### src/rtl/sync_cbuf_n.sv
// Clocked conditional buffer. It takes dual-rail data tokens with a 1-of-(NOUT+1) control code,
// queues the routed tokens in order, and replays each one as a four-phase handshake on its output channel.
module sync_cbuf_n #(
  parameter int WIDTH = 1,
  parameter int NOUT  = 2,
  parameter int DEPTH = 2
) (
  input  logic                      CLK,
  input  logic                      RESET,
  input  logic [2*WIDTH-1:0]        L,
  input  logic [NOUT:0]             C,
  output logic                      Le,
  output logic [NOUT*2*WIDTH-1:0]   R,
  input  logic [NOUT-1:0]           Re,
  output logic [$clog2(DEPTH):0]    count,
  output logic [7:0]                drop_cnt,
  output logic                      err
);
  localparam int DW = 2 * WIDTH;
  localparam int IW = (NOUT > 1) ? $clog2(NOUT) : 1;
  localparam int PW = $clog2(DEPTH);
  localparam int CW = PW + 1;
  localparam logic [CW-1:0] FULL_C = CW'(DEPTH);
  localparam logic [CW-1:0] ONE_C  = CW'(1);
  localparam logic [PW-1:0] PINC_C = PW'(1);

  typedef enum logic {WAIT_DATA = 1'b0, WAIT_NULL = 1'b1} in_state_e;
  typedef enum logic {IDLE = 1'b0, SEND = 1'b1} out_state_e;

  in_state_e          in_state_q, in_state_d;
  out_state_e         out_state_q, out_state_d;
  logic [DW-1:0]      mem_data_q [DEPTH];
  logic [IW-1:0]      mem_dest_q [DEPTH];
  logic [PW-1:0]      wr_ptr_q, wr_ptr_d, rd_ptr_q, rd_ptr_d;
  logic [CW-1:0]      count_q, count_d;
  logic [7:0]         drop_cnt_q, drop_cnt_d;
  logic               err_q, err_d;
  logic [NOUT*DW-1:0] r_q, r_d;

  logic               l_ok_s, l_bad_s, complete_s, neutral_s, illegal_s;
  logic [3:0]         c_ones_s;
  logic [IW-1:0]      c_dest_s;
  logic               accept_s, push_s, drop_s, pop_s, full_s, head_ready_s;
  logic [DW-1:0]      head_data_s;
  logic [IW-1:0]      head_dest_s;

  // Classify the incoming code and decode the destination channel.
  always_comb begin
    l_ok_s   = 1'b1;
    l_bad_s  = 1'b0;
    c_ones_s = 4'd0;
    c_dest_s = IW'(0);
    for (int i = 0; i < WIDTH; i++) begin
      l_ok_s  = l_ok_s & (L[2*i+1] ^ L[2*i]);
      l_bad_s = l_bad_s | (L[2*i+1] & L[2*i]);
    end
    for (int k = 0; k <= NOUT; k++) begin
      c_ones_s = c_ones_s + {3'b000, C[k]};
    end
    for (int k = 0; k < NOUT; k++) begin
      c_dest_s = c_dest_s | (C[k+1] ? IW'(k) : IW'(0));
    end
    complete_s = l_ok_s && (c_ones_s == 4'd1);
    neutral_s  = (L == {DW{1'b0}}) && (C == {(NOUT+1){1'b0}});
    illegal_s  = l_bad_s || (c_ones_s > 4'd1);
  end

  assign full_s       = (count_q == FULL_C);
  assign head_data_s  = mem_data_q[rd_ptr_q];
  assign head_dest_s  = mem_dest_q[rd_ptr_q];
  assign head_ready_s = Re[head_dest_s];

  // Input handshake: accept a complete token, then wait for the neutral phase.
  always_comb begin
    in_state_d = in_state_q;
    err_d      = err_q;
    accept_s   = 1'b0;
    if (illegal_s) begin
      err_d = 1'b1;
    end else begin
      case (in_state_q)
        WAIT_DATA: begin
          if (complete_s && !full_s) begin
            accept_s   = 1'b1;
            in_state_d = WAIT_NULL;
          end else begin
            in_state_d = WAIT_DATA;
          end
        end
        WAIT_NULL: begin
          if (neutral_s && !full_s) begin
            in_state_d = WAIT_DATA;
          end else begin
            in_state_d = WAIT_NULL;
          end
        end
        default: in_state_d = WAIT_DATA;
      endcase
    end
  end

  assign push_s = accept_s & ~C[0];
  assign drop_s = accept_s & C[0];

  // Output handshake: drive the head token, and pop it once its receiver drops enable.
  always_comb begin
    out_state_d = out_state_q;
    r_d         = r_q;
    pop_s       = 1'b0;
    case (out_state_q)
      IDLE: begin
        if ((count_q != {CW{1'b0}}) && head_ready_s) begin
          r_d = {(NOUT*DW){1'b0}};
          r_d[head_dest_s*DW +: DW] = head_data_s;
          out_state_d = SEND;
        end else begin
          out_state_d = IDLE;
        end
      end
      SEND: begin
        if (!head_ready_s) begin
          r_d         = {(NOUT*DW){1'b0}};
          pop_s       = 1'b1;
          out_state_d = IDLE;
        end else begin
          out_state_d = SEND;
        end
      end
      default: begin
        r_d         = {(NOUT*DW){1'b0}};
        out_state_d = IDLE;
      end
    endcase
  end

  // Pointer, occupancy and drop-counter updates.
  always_comb begin
    wr_ptr_d   = push_s ? (wr_ptr_q + PINC_C) : wr_ptr_q;
    rd_ptr_d   = pop_s ? (rd_ptr_q + PINC_C) : rd_ptr_q;
    drop_cnt_d = (drop_s && (drop_cnt_q != 8'hFF)) ? (drop_cnt_q + 8'd1) : drop_cnt_q;
    case ({push_s, pop_s})
      2'b10:   count_d = count_q + ONE_C;
      2'b01:   count_d = count_q - ONE_C;
      default: count_d = count_q;
    endcase
  end

  // Control and status registers.
  always_ff @(posedge CLK) begin
    if (RESET) begin
      in_state_q  <= WAIT_DATA;
      out_state_q <= IDLE;
      wr_ptr_q    <= {PW{1'b0}};
      rd_ptr_q    <= {PW{1'b0}};
      count_q     <= {CW{1'b0}};
      drop_cnt_q  <= 8'd0;
      err_q       <= 1'b0;
      r_q         <= {(NOUT*DW){1'b0}};
    end else begin
      in_state_q  <= in_state_d;
      out_state_q <= out_state_d;
      wr_ptr_q    <= wr_ptr_d;
      rd_ptr_q    <= rd_ptr_d;
      count_q     <= count_d;
      drop_cnt_q  <= drop_cnt_d;
      err_q       <= err_d;
      r_q         <= r_d;
    end
  end

  // Token storage; contents are only meaningful behind valid pointers.
  always_ff @(posedge CLK) begin
    if (push_s) begin
      mem_data_q[wr_ptr_q] <= L;
      mem_dest_q[wr_ptr_q] <= c_dest_s;
    end
  end

  assign Le       = (in_state_q == WAIT_DATA);
  assign R        = r_q;
  assign count    = count_q;
  assign drop_cnt = drop_cnt_q;
  assign err      = err_q;

endmodule

### config.mk
export PLATFORM = sky130hd
export DESIGN_NAME = sync_cbuf_n
export DESIGN_NICKNAME = d
export VERILOG_FILES = /design/src/rtl/sync_cbuf_n.sv
export SDC_FILE = /design/constraint.sdc
export NUM_CORES = 1
export LEC_CHECK = 0
export CORE_MARGIN = 3
export CORE_UTILIZATION = 53
export DETAILED_ROUTE_END_ITERATION = 6
export MAX_ROUTING_LAYER = met4
export PLACE_DENSITY = 0.81
export SLEW_MARGIN = 0
export SYNTH_ARGS = -nofsm -noshare
export SYNTH_HDL_FRONTEND = slang
export SYNTH_SLANG_ARGS = --single-unit
export TNS_END_PERCENT = 10
### constraint.sdc
create_clock -name CLK -period 5.3 [get_ports CLK]
set_input_delay 1.06 -clock CLK [delete_from_list [all_inputs] [get_ports CLK]]
set_output_delay 1.06 -clock CLK [all_outputs]
set_load 0.01 [all_outputs]
**Yosys cells after proc, flatten, opt, wreduce, memory -nomap -nowiden**

Memories as Yosys holds them, arrays and structs flattened. A register that Yosys moved wholly into a read port is not among the register bits.
Index checks and enable logic that the tools add are counted.

- Register bits: 19
- Bits in latches: 0
- RAM bits: 6
- Memory bits (read-only): 0
- Input port bits: 9
- Output and inout bits: 16
- Word-level logic and storage cells: 73
- Memories kept: 2

- Add/subtract/negate cells: 8
- Multiply operators: 0
- Div/mod/pow operators: 0
- Magnitude comparators: 2
- Eq/ne operators: 7
- Shifts and indexed selects: 2
- Mux-type cells: 23
- Bitwise logic cells: 8
- Reduce and logical (&&, ||, !) cells: 13

Memory list:

| name | depth | width | rd ports | clocked after memory_dff | wr ports | line | source |
|---|---|---|---|---|---|---|---|
| mem_data_q | 2 | 2 | 1 | 1 | 1 | 32 | `logic [DW-1:0] mem_data_q [DEPTH];` |
| mem_dest_q | 2 | 1 | 1 | 1 | 1 | 33 | `logic [IW-1:0] mem_dest_q [DEPTH];` |

Operator list:

| cell | count |
|---|---|
| 2-bit negation with 34-bit output | 1 |
| 2-bit by 34-bit variable shift with 4-bit output (first input constant) | 1 |
| 2-bit by 34-bit indexed part select with 4-bit output | 1 |
| 1-bit two-way mux | 17 |
| 8-bit by 1-bit adder with 8-bit output (second input constant) | 1 |
| 4-bit two-way mux | 2 |
| 8-bit inequality test (second input constant) | 1 |
| 4-bit case mux with 2 select lines | 1 |
| 1-bit logical AND | 6 |
| 4-bit AND | 1 |
| 2-bit equality test (second input constant) | 2 |
| 2-bit inequality test (second input constant) | 2 |
| 1-bit case mux with 2 select lines | 2 |
| 2-bit case mux with 2 select lines | 1 |
| 2-bit nonzero test | 2 |
| 2-bit by 1-bit adder with 3-bit output | 1 |
| 1-bit AND | 3 |
| 3-bit by 1-bit equality test with 1-bit output (second input constant) | 1 |
| 3-bit by 1-bit greater-than comparator with 1-bit output (second input constant) | 1 |
| 3-bit logical NOT | 1 |
| 1-bit NOT | 3 |
| 1-bit adder (second input constant) | 2 |
| 1-bit by 1-bit adder with 2-bit output | 1 |
| 2-bit by 1-bit adder with 2-bit output (second input constant) | 1 |
| 8 further kinds | 8 |

**Logic depth before layout (Yosys ltp)**

Gate-level depths: netlist (run 1).

- Depth after elaboration: 11
- Depth in mapped cells: 9
- Gate-level depth less buffers: 9

**Worst setup path after synthesis (run 1)**

OpenSTA, ideal clock, no wires.

- Path type: input to register
- Start point: input port C[0]
- End point: register count_q[1], in the netlist count[1]
- Setup time: 0.071 ns
- Arrival: 3.173 ns
- Data required time: 5.229 ns
- Slack: 2.056 ns
- Cell stages on the path: 8
- Path buffers: 0
- Cells stage by stage: inv_1 -> fa_1 -> or3b_4 -> nor4_1 -> inv_1 -> ha_1 -> or3_1 -> a21oi_1

- Word-level cells in the longest chain between the ends: 11
- Elaborated cells between the ends (all ways): 16
- Classes of those cells: 2 x add/sub; 1 x order compare; 3 x eq/ne; 4 x mux; 2 x bitwise; 4 x reduce/logical

Ends and longest elaborated chain:

| what | line | source |
|---|---|---|
| start, declared | 11 | `input logic [NOUT:0] C,` |
| 1-bit by 1-bit adder with 2-bit output | 58 | `c_ones_s = c_ones_s + {3'b000, C[k]};` |
| 2-bit by 1-bit adder with 3-bit output | 58 |  |
| 3-bit by 1-bit equality test with 1-bit output | 63 | `complete_s = l_ok_s && (c_ones_s == 4'd1);` |
| 1-bit logical AND | 63 |  |
| 1-bit logical AND | 83 | `if (complete_s && !full_s) begin` |
| 1-bit two-way mux | 83 |  |
| 1-bit two-way mux | 81 | `case (in_state_q)` |
| 1-bit two-way mux | 78 | `if (illegal_s) begin` |
| 1-bit AND * | 102 | `assign push_s = accept_s & ~C[0];` |
| 2-bit by 1-bit equality test with 1-bit output / 2-bit equality test (equally long branches) | 141 | `case ({push_s, pop_s})` |
| 2-bit case mux with 2 select lines / 2-bit nonzero test (equally long branches) | - |  |
| end signal, assigned | 155 | `count_q <= {CW{1'b0}};` |
| end signal, assigned | 164 | `count_q <= count_d;` |
| end, declared | 35 | `logic [CW-1:0] count_q, count_d;` |

Every way passes the cells marked *; elsewhere a longest branch is shown, timed or not.
A chain may end at the register's enable or synchronous reset.

**Worst setup path after layout (run 1)**

Same ends and word-level chain as after synthesis.

==> results of run 1 <==
state kept, by name (all words and copies together) (netlist names), named ones only:
| name | flops |
|---|---|
| R | 4 |
| err | 1 |
| rd_ptr_q | 1 |
| in_state_q | 1 |
| out_state_q | 1 |
| mem_data_q | 4 |
| wr_ptr_q | 1 |
| count | 2 |
| drop_cnt | 8 |
| mem_dest_q | 2 |
cells in the mapped netlist, drive strengths merged:
| cell type | n |
|---|---|
| nor2b | 1 |
| o21a | 3 |
| o311a | 1 |
| o31ai | 5 |
| nor4 | 2 |
| dfxtp | 20 |
| xor2 | 1 |
| nor3b | 1 |
| nand2b | 2 |
| o32a | 1 |
| nor3 | 6 |
| nand4 | 1 |
| ha | 4 |
| and2 | 4 |
| a22o | 2 |
| mux2i | 5 |
| nand3 | 4 |
| or2 | 2 |
| fa | 1 |
| a32o | 2 |
| inv | 11 |
| or4 | 3 |
| and2b | 1 |
| buf | 1 |
| or3 | 3 |
| o21ai | 5 |
| o311ai | 1 |
| o21bai | 1 |
| nand2 | 3 |
| a21oi | 5 |
| clkbuf | 2 |
| or4b | 1 |
| xnor2 | 2 |
| nor2 | 8 |
| or3b | 1 |
| edfxtp | 6 |
worst max-delay path: stages:
cell and delay [ns]:
clkdlybuf4s50_1 0.49, inv_1 0.08, fa_1 0.47, or3b_4 0.39, nor4_1 0.38, inv_1 0.13, ha_1 0.36, or3_1 0.37
a21oi_1 0.16
stage by stage:
stage               utilization  area, sq um  instances  hold slack, ns
floorplan                     -         1215        122          0.4529
global placement         0.7160         1476        170          0.4514
detailed placement       0.7160         1476        170          0.4670
CTS                      0.7415         1529        174          0.5001
global route             0.7415         1529        174          0.5189
finish                   0.7415         1529        174          0.4997
final cells by class:
type                       count  area (sq um)  area share
tap                           27         33.78     0.02209
multi-input combinational     82         580.6      0.3797
timing repair buffer          24         240.2      0.1571
inverter                      11         41.29     0.02700
clock inverter                 1         30.03     0.01964
clock buffer                   3         22.52     0.01473
sequential                    26         580.6      0.3797
worst min path at each step:
stage | from | to | slack, ns | depth (start not counted)
floorplan | rd_ptr_q | register | 0.45 | 2
global placement | R[0] | R[0] | 0.45 | 1
detailed placement | R[0] | R[0] | 0.47 | 1
CTS | R[0] | R[0] | 0.50 | 1
global route | R[0] | R[0] | 0.52 | 1
finish | err | err | 0.50 | 2
metal layers:
| layer | up-vias | GRT usage | part of all wire |
|---|---|---|---|
| li1 | 494 | - | - |
| met1 | 478 | 0.2504 | 0.42 |
| met2 | 40 | 0.3649 | 0.51 |
| met3 | 2 | 0.04986 | 0.065 |
| met4 | 0 | 0.08936 | 0.0052 |
| met5 | - | - | 0 |
power by group:
part	switching, uW	total (uW)	internal, uW
sequential	3.41	210	207
combinational	19.2	39.0	19.8
clock	60.6	137	76.5
total	83.3	386	303
cells by family after synthesis:
family / share of synthesized area
xor gates and xnor gates: 0.02163
AOI/OAI and AO/OA: 0.1514
muxes: 0.04120
and+or+nand+nor: 0.2060
buffers and inverters: 0.04428
adders and majority gates: 0.05767
DFF: 0.4779
==> results.py, run 1 <==
metrics = {
    "clocking": {
        "ctsHoldBuffers": 0,
        "clkTransAtPathRegs_ns": 0.14,
        "cts-buffers-inserted": 3,
        "cts_tree": "built",
        "cts_root_buf": "clkbuf_4",
        "insertion_delay_ns": 0.32,
        "cts_sinks": 26,
        "ctsResizeCount": 0,
        "htreeDepth": 1,
        "cts_setup_buffers": 0,
        "cts_buffer_depth": 2,
    },
    "final_layout": {
        "diodes": 0,
        "final_nets": 162,
        "area_delta_synth_final_pct": 25.85,
        "final_cell_mix": "clkdlybuf4s50_1 (24), dfxtp_1 (20), inv_1 (11), nor2_1 (8)",
        "nFillCells": 154,
        "mostFrequentLayoutCell": "clkdlybuf4s50_1",
        "drive_gt1_frac": 0.06122,
    },
    "synthesis": {
        "ys_ff_latch": 26,
        "ys_seq_area_frac": 0.4779,
        "syn_inst": 122,
        "syn-num-nets": 136,
        "yosys_warnings": 0,
        "netlist_area_sq_mm": 0.001215,
        "ys_types": 38,
        "synth_top_cells_by_area": "dfxtp_1 (33%), edfxtp_1 (15%), ha_1 (4.1%)",
        "syn_avg_cell_area_sq_um": 9.958,
        "yosys.area.top_type_share": 0.3296,
        "synth.largest_area_cell": "dfxtp_1",
    },
    "global_routing": {
        "gr-total-overflow": 0,
        "grt_pass1_wl_um": 4498,
        "antenna_found_initial": 0,
        "grt_start_max_net_pins": 18,
        "grt_pass1_vias": 1000,
        "grt_util_all_layers": 0.2185,
    },
    "route": {
        "ant_nets": 0,
        "first_pass_iters": 4,
        "drtIter0Drc": 41,
        "dr_total_vias": 1014,
        "via_per_inst": 5.828,
        "drc": 0,
        "drt_wl_total_um": 2695,
        "wl_per_cell_um": 15.49,
    },
    "worst_setup_path": {
        "worstReg2RegEnd": "count[1]",
        "critical_path.max_fanout": 3,
        "worstPathArrival_ns": 3.90,
        "regToRegSetupSlack_ns": 2.83,
        "rr_worst_depth": 6,
        "worstPathRequired_ns": 5.55,
        "endpoint": "count[1]",
        "end_kind": "register",
        "critical_path.startpoint": "C[0]",
        "crit_type": "input pin to register",
        "start_kind": "input pin",
    },
    "die": {
        "io_pins": 25,
        "start_util": 0.5892,
        "core-area_sq_mm": 0.002062,
        "dieArea_sq_mm": 0.002903,
        "die_h_um": 53.88,
        "fp-row-count": 16,
        "die_w_um": 53.88,
    },
    "timing": {
        "setup_slack_ns": 1.649,
        "setup_violations": 0,
        "clock.fmax_mhz": 273.9,
        "fin_setup_tns_ns": 0,
        "final_max_slew_viol_count": 0,
        "max_slew_margin": 0.5696,
        "worstMarginPinSlew_ns": 0.6435,
        "period_needed_ns": 3.651,
        "fin_skew_ns": 0.001624,
        "hold_viol": 0,
        "post-route-period-util": 0.6888,
        "grt_setup_unrepaired": "no",
    },
    "placement": {
        "place_hpwl_um": 1997,
        "routabilityCongestion": 0.7298,
        "dp_slack_ns": 1.344,
        "io_buffers": 24,
    },
    "power_and_ir_drop": {
        "power_uw": 386.3,
        "vdd_ir_drop_max_uv": 169.3,
        "power_density_mw_per_mm2": 252.6,
        "power_leakage_uw": 0.0005302,
    },
    "outcome": {
        "outcome": "completed",
    },
    "min_path": {
        "holdCritPathClass": "register to register",
    },
    "run": {
        "drv_cap": 0,
    },
}
No activity file was read; power rests on OpenSTA's default activity.
==> run 2, diff against run 1 <==
--- a/config.mk
+++ b/config.mk
@@ -6,10 +6,10 @@
 export NUM_CORES = 1
 export LEC_CHECK = 0
 export CORE_MARGIN = 3
-export CORE_UTILIZATION = 53
+export CORE_UTILIZATION = 49
 export DETAILED_ROUTE_END_ITERATION = 6
 export MAX_ROUTING_LAYER = met4
-export PLACE_DENSITY = 0.81
+export PLACE_DENSITY = 0.76
 export SLEW_MARGIN = 0
 export SYNTH_ARGS = -nofsm -noshare
 export SYNTH_HDL_FRONTEND = slang
==> constraint.sdc (replaced) <==
create_clock -name CLK -period 3.7 [get_ports CLK]
set_input_delay 0.74 -clock CLK [delete_from_list [all_inputs] [get_ports CLK]]
set_output_delay 0.74 -clock CLK [all_outputs]
set_load 0.01 [all_outputs]
==> results.py, run 2 (synthesized netlist as in run 1, its figures left out) <==
metrics = {
    "worst_setup_path": {
        "worst-path-stages": 9,
        "rr_worst_depth": 6,
        "max_stage_delay_ns": 0.50,
        "worst_path_most_repeated_cell": "inv_1",
        "critical_path.max_fanout": 3,
        "worstReg2RegEnd": "count[1]",
        "critical_path.startpoint": "C[0]",
        "crit_slowest_cell": "clkdlybuf4s50_1",
        "regToRegSetupSlack_ns": 1.36,
        "worstPathArrival_ns": 3.41,
        "path_buf_inv": 3,
        "critPathTopFamily": "simple AND/OR/NAND/NOR gates",
        "worstPathCellList": "clkdlybuf4s50_1, inv_1, fa_1, or3b_4, nor4_1, inv_1, ha_1, or3_1, a21oi_1",
        "endpoint": "count[1]",
        "crit_type": "input pin to register",
        "end_kind": "register",
        "start_kind": "input pin",
        "worstPathRequired_ns": 3.95,
    },
    "timing": {
        "grt_setup_unrepaired": "no",
        "fin_setup_tns_ns": 0,
        "final_max_slew_viol_count": 0,
        "worstMarginPinSlew_ns": 0.6331,
        "setup_slack_ns": 0.5337,
        "post-route-period-util": 0.8557,
        "fin_skew_ns": 0.004805,
        "setup_violations": 0,
        "max_slew_margin": 0.5766,
        "period_needed_ns": 3.166,
        "hold_viol": 0,
        "clock.fmax_mhz": 315.8,
    },
    "clocking": {
        "cts-buffers-inserted": 3,
        "ctsHoldBuffers": 0,
        "insertion_delay_ns": 0.32,
        "ctsResizeCount": 0,
        "cts_buffer_depth": 2,
        "cts_setup_buffers": 0,
        "clkTransAtPathRegs_ns": 0.13,
        "cts_sinks": 26,
        "htreeDepth": 1,
        "cts_root_buf": "clkbuf_4",
        "cts_tree": "built",
    },
    "power_and_ir_drop": {
        "power_density_mw_per_mm2": 314.8,
        "power_frac_seq": 0.632,
        "power_leakage_uw": 0.0005230,
        "vdd_ir_drop_max_uv": 310.6,
        "switching_share": 0.2340,
        "power_frac_clock": 0.250,
        "combPwrFrac": 0.117,
        "internal_power_uw": 364.4,
        "power_switching_uw": 111.3,
    },
    "final_layout": {
        "drive_gt1_frac": 0.06081,
        "final_cell_mix": "clkdlybuf4s50_1 (24), dfxtp_1 (20), inv_1 (11), nor2_1 (8)",
        "mostFrequentLayoutCell": "clkdlybuf4s50_1",
        "area_delta_synth_final_pct": 24.41,
        "fin_util": 0.6641,
        "final_nets": 163,
        "diodes": 0,
        "postLayoutCellArea_sq_mm": 0.001511,
        "nFillCells": 192,
        "largest_register_ffs": 8,
    },
    "route": {
        "dr_total_vias": 984,
        "ant_nets": 0,
        "drtIter0Drc": 22,
        "drt_wl_total_um": 2412,
        "first_pass_iters": 4,
        "wl_per_cell_um": 13.70,
        "via_per_inst": 5.591,
        "drc": 0,
    },
    "placement": {
        "io_buffers": 24,
        "place_hpwl_um": 1822,
        "placed_cell_area_sq_mm": 0.001485,
        "routabilityCongestion": 0.7971,
        "dp_slack_ns": 0.2085,
    },
    "die": {
        "dieArea_sq_mm": 0.003113,
        "io_pins": 25,
        "start_util": 0.5338,
        "die_h_um": 55.80,
        "fp-row-count": 17,
        "core-area_sq_mm": 0.002276,
        "die_w_um": 55.80,
    },
    "global_routing": {
        "grt_start_max_net_pins": 18,
        "grt_pass1_vias": 977,
        "gr-total-overflow": 0,
        "grt_util_all_layers": 0.1746,
        "antenna_found_initial": 0,
        "grt_pass1_wl_um": 4243,
    },
    "min_path": {
        "holdCritPathClass": "register to register",
    },
    "outcome": {
        "outcome": "completed",
    },
    "run": {
        "drv_cap": 0,
    },
}
-- run 2: routing by layer --
layer,vias up,share of wire,track usage
met1,459,0.48,0.2238
li1,499,-,-
met3,4,0.049,0.05568
met5,-,0,-
met4,0,0.010,0.05556
met2,22,0.46,0.2618
-- run 2: per-stage QoR --
stage / std cells / hold slack [ns] / power, uW
after floorplan: 122 / 0.4529 / 337.9
after global routing: 176 / 0.5163 / 503.4
final: 176 / 0.4914 / 475.8
after CTS: 176 / 0.4940 / 483.7
after global placement: 172 / 0.4529 / 361.0
after detailed placement: 172 / 0.4630 / 363.2
-- run 2: worst min-delay path by stage --
stage / from / endpoint / slack, ns / cells after the start
after CTS: R[1] / R[1] / 0.49 / 1
after global placement: R[0] / R[0] / 0.45 / 1
final: R[0] / R[0] / 0.49 / 1
after global routing: R[1] / R[1] / 0.52 / 1
after floorplan: rd_ptr_q / register / 0.45 / 2
after detailed placement: R[1] / R[1] / 0.46 / 1
-- run 2: power groups by stage --
| stage | combinational, uW | sequential [uW] | clock, uW |
|---|---|---|---|
| after floorplan | 30.3 | 308 | 0 |
| final | 55.9 | 301 | 119 |
| after global placement | 54.1 | 307 | 0 |
| after global routing | 62.5 | 302 | 139 |
| after CTS | 56.4 | 301 | 126 |
| after detailed placement | 56.0 | 307 | 0 |
-- run 2: final cells by class --
cell class                      count  area, sq um  share of cell area
Tap cell                           28        35.03             0.02318
Clock inverter                      1        3.754            0.002483
Inverter                           11        41.29             0.02732
Clock buffer                        3        22.52             0.01490
Timing Repair Buffer               25        247.7              0.1639
Sequential cell                    26        580.6              0.3841
Multi-Input combinational cell     82        580.6              0.3841
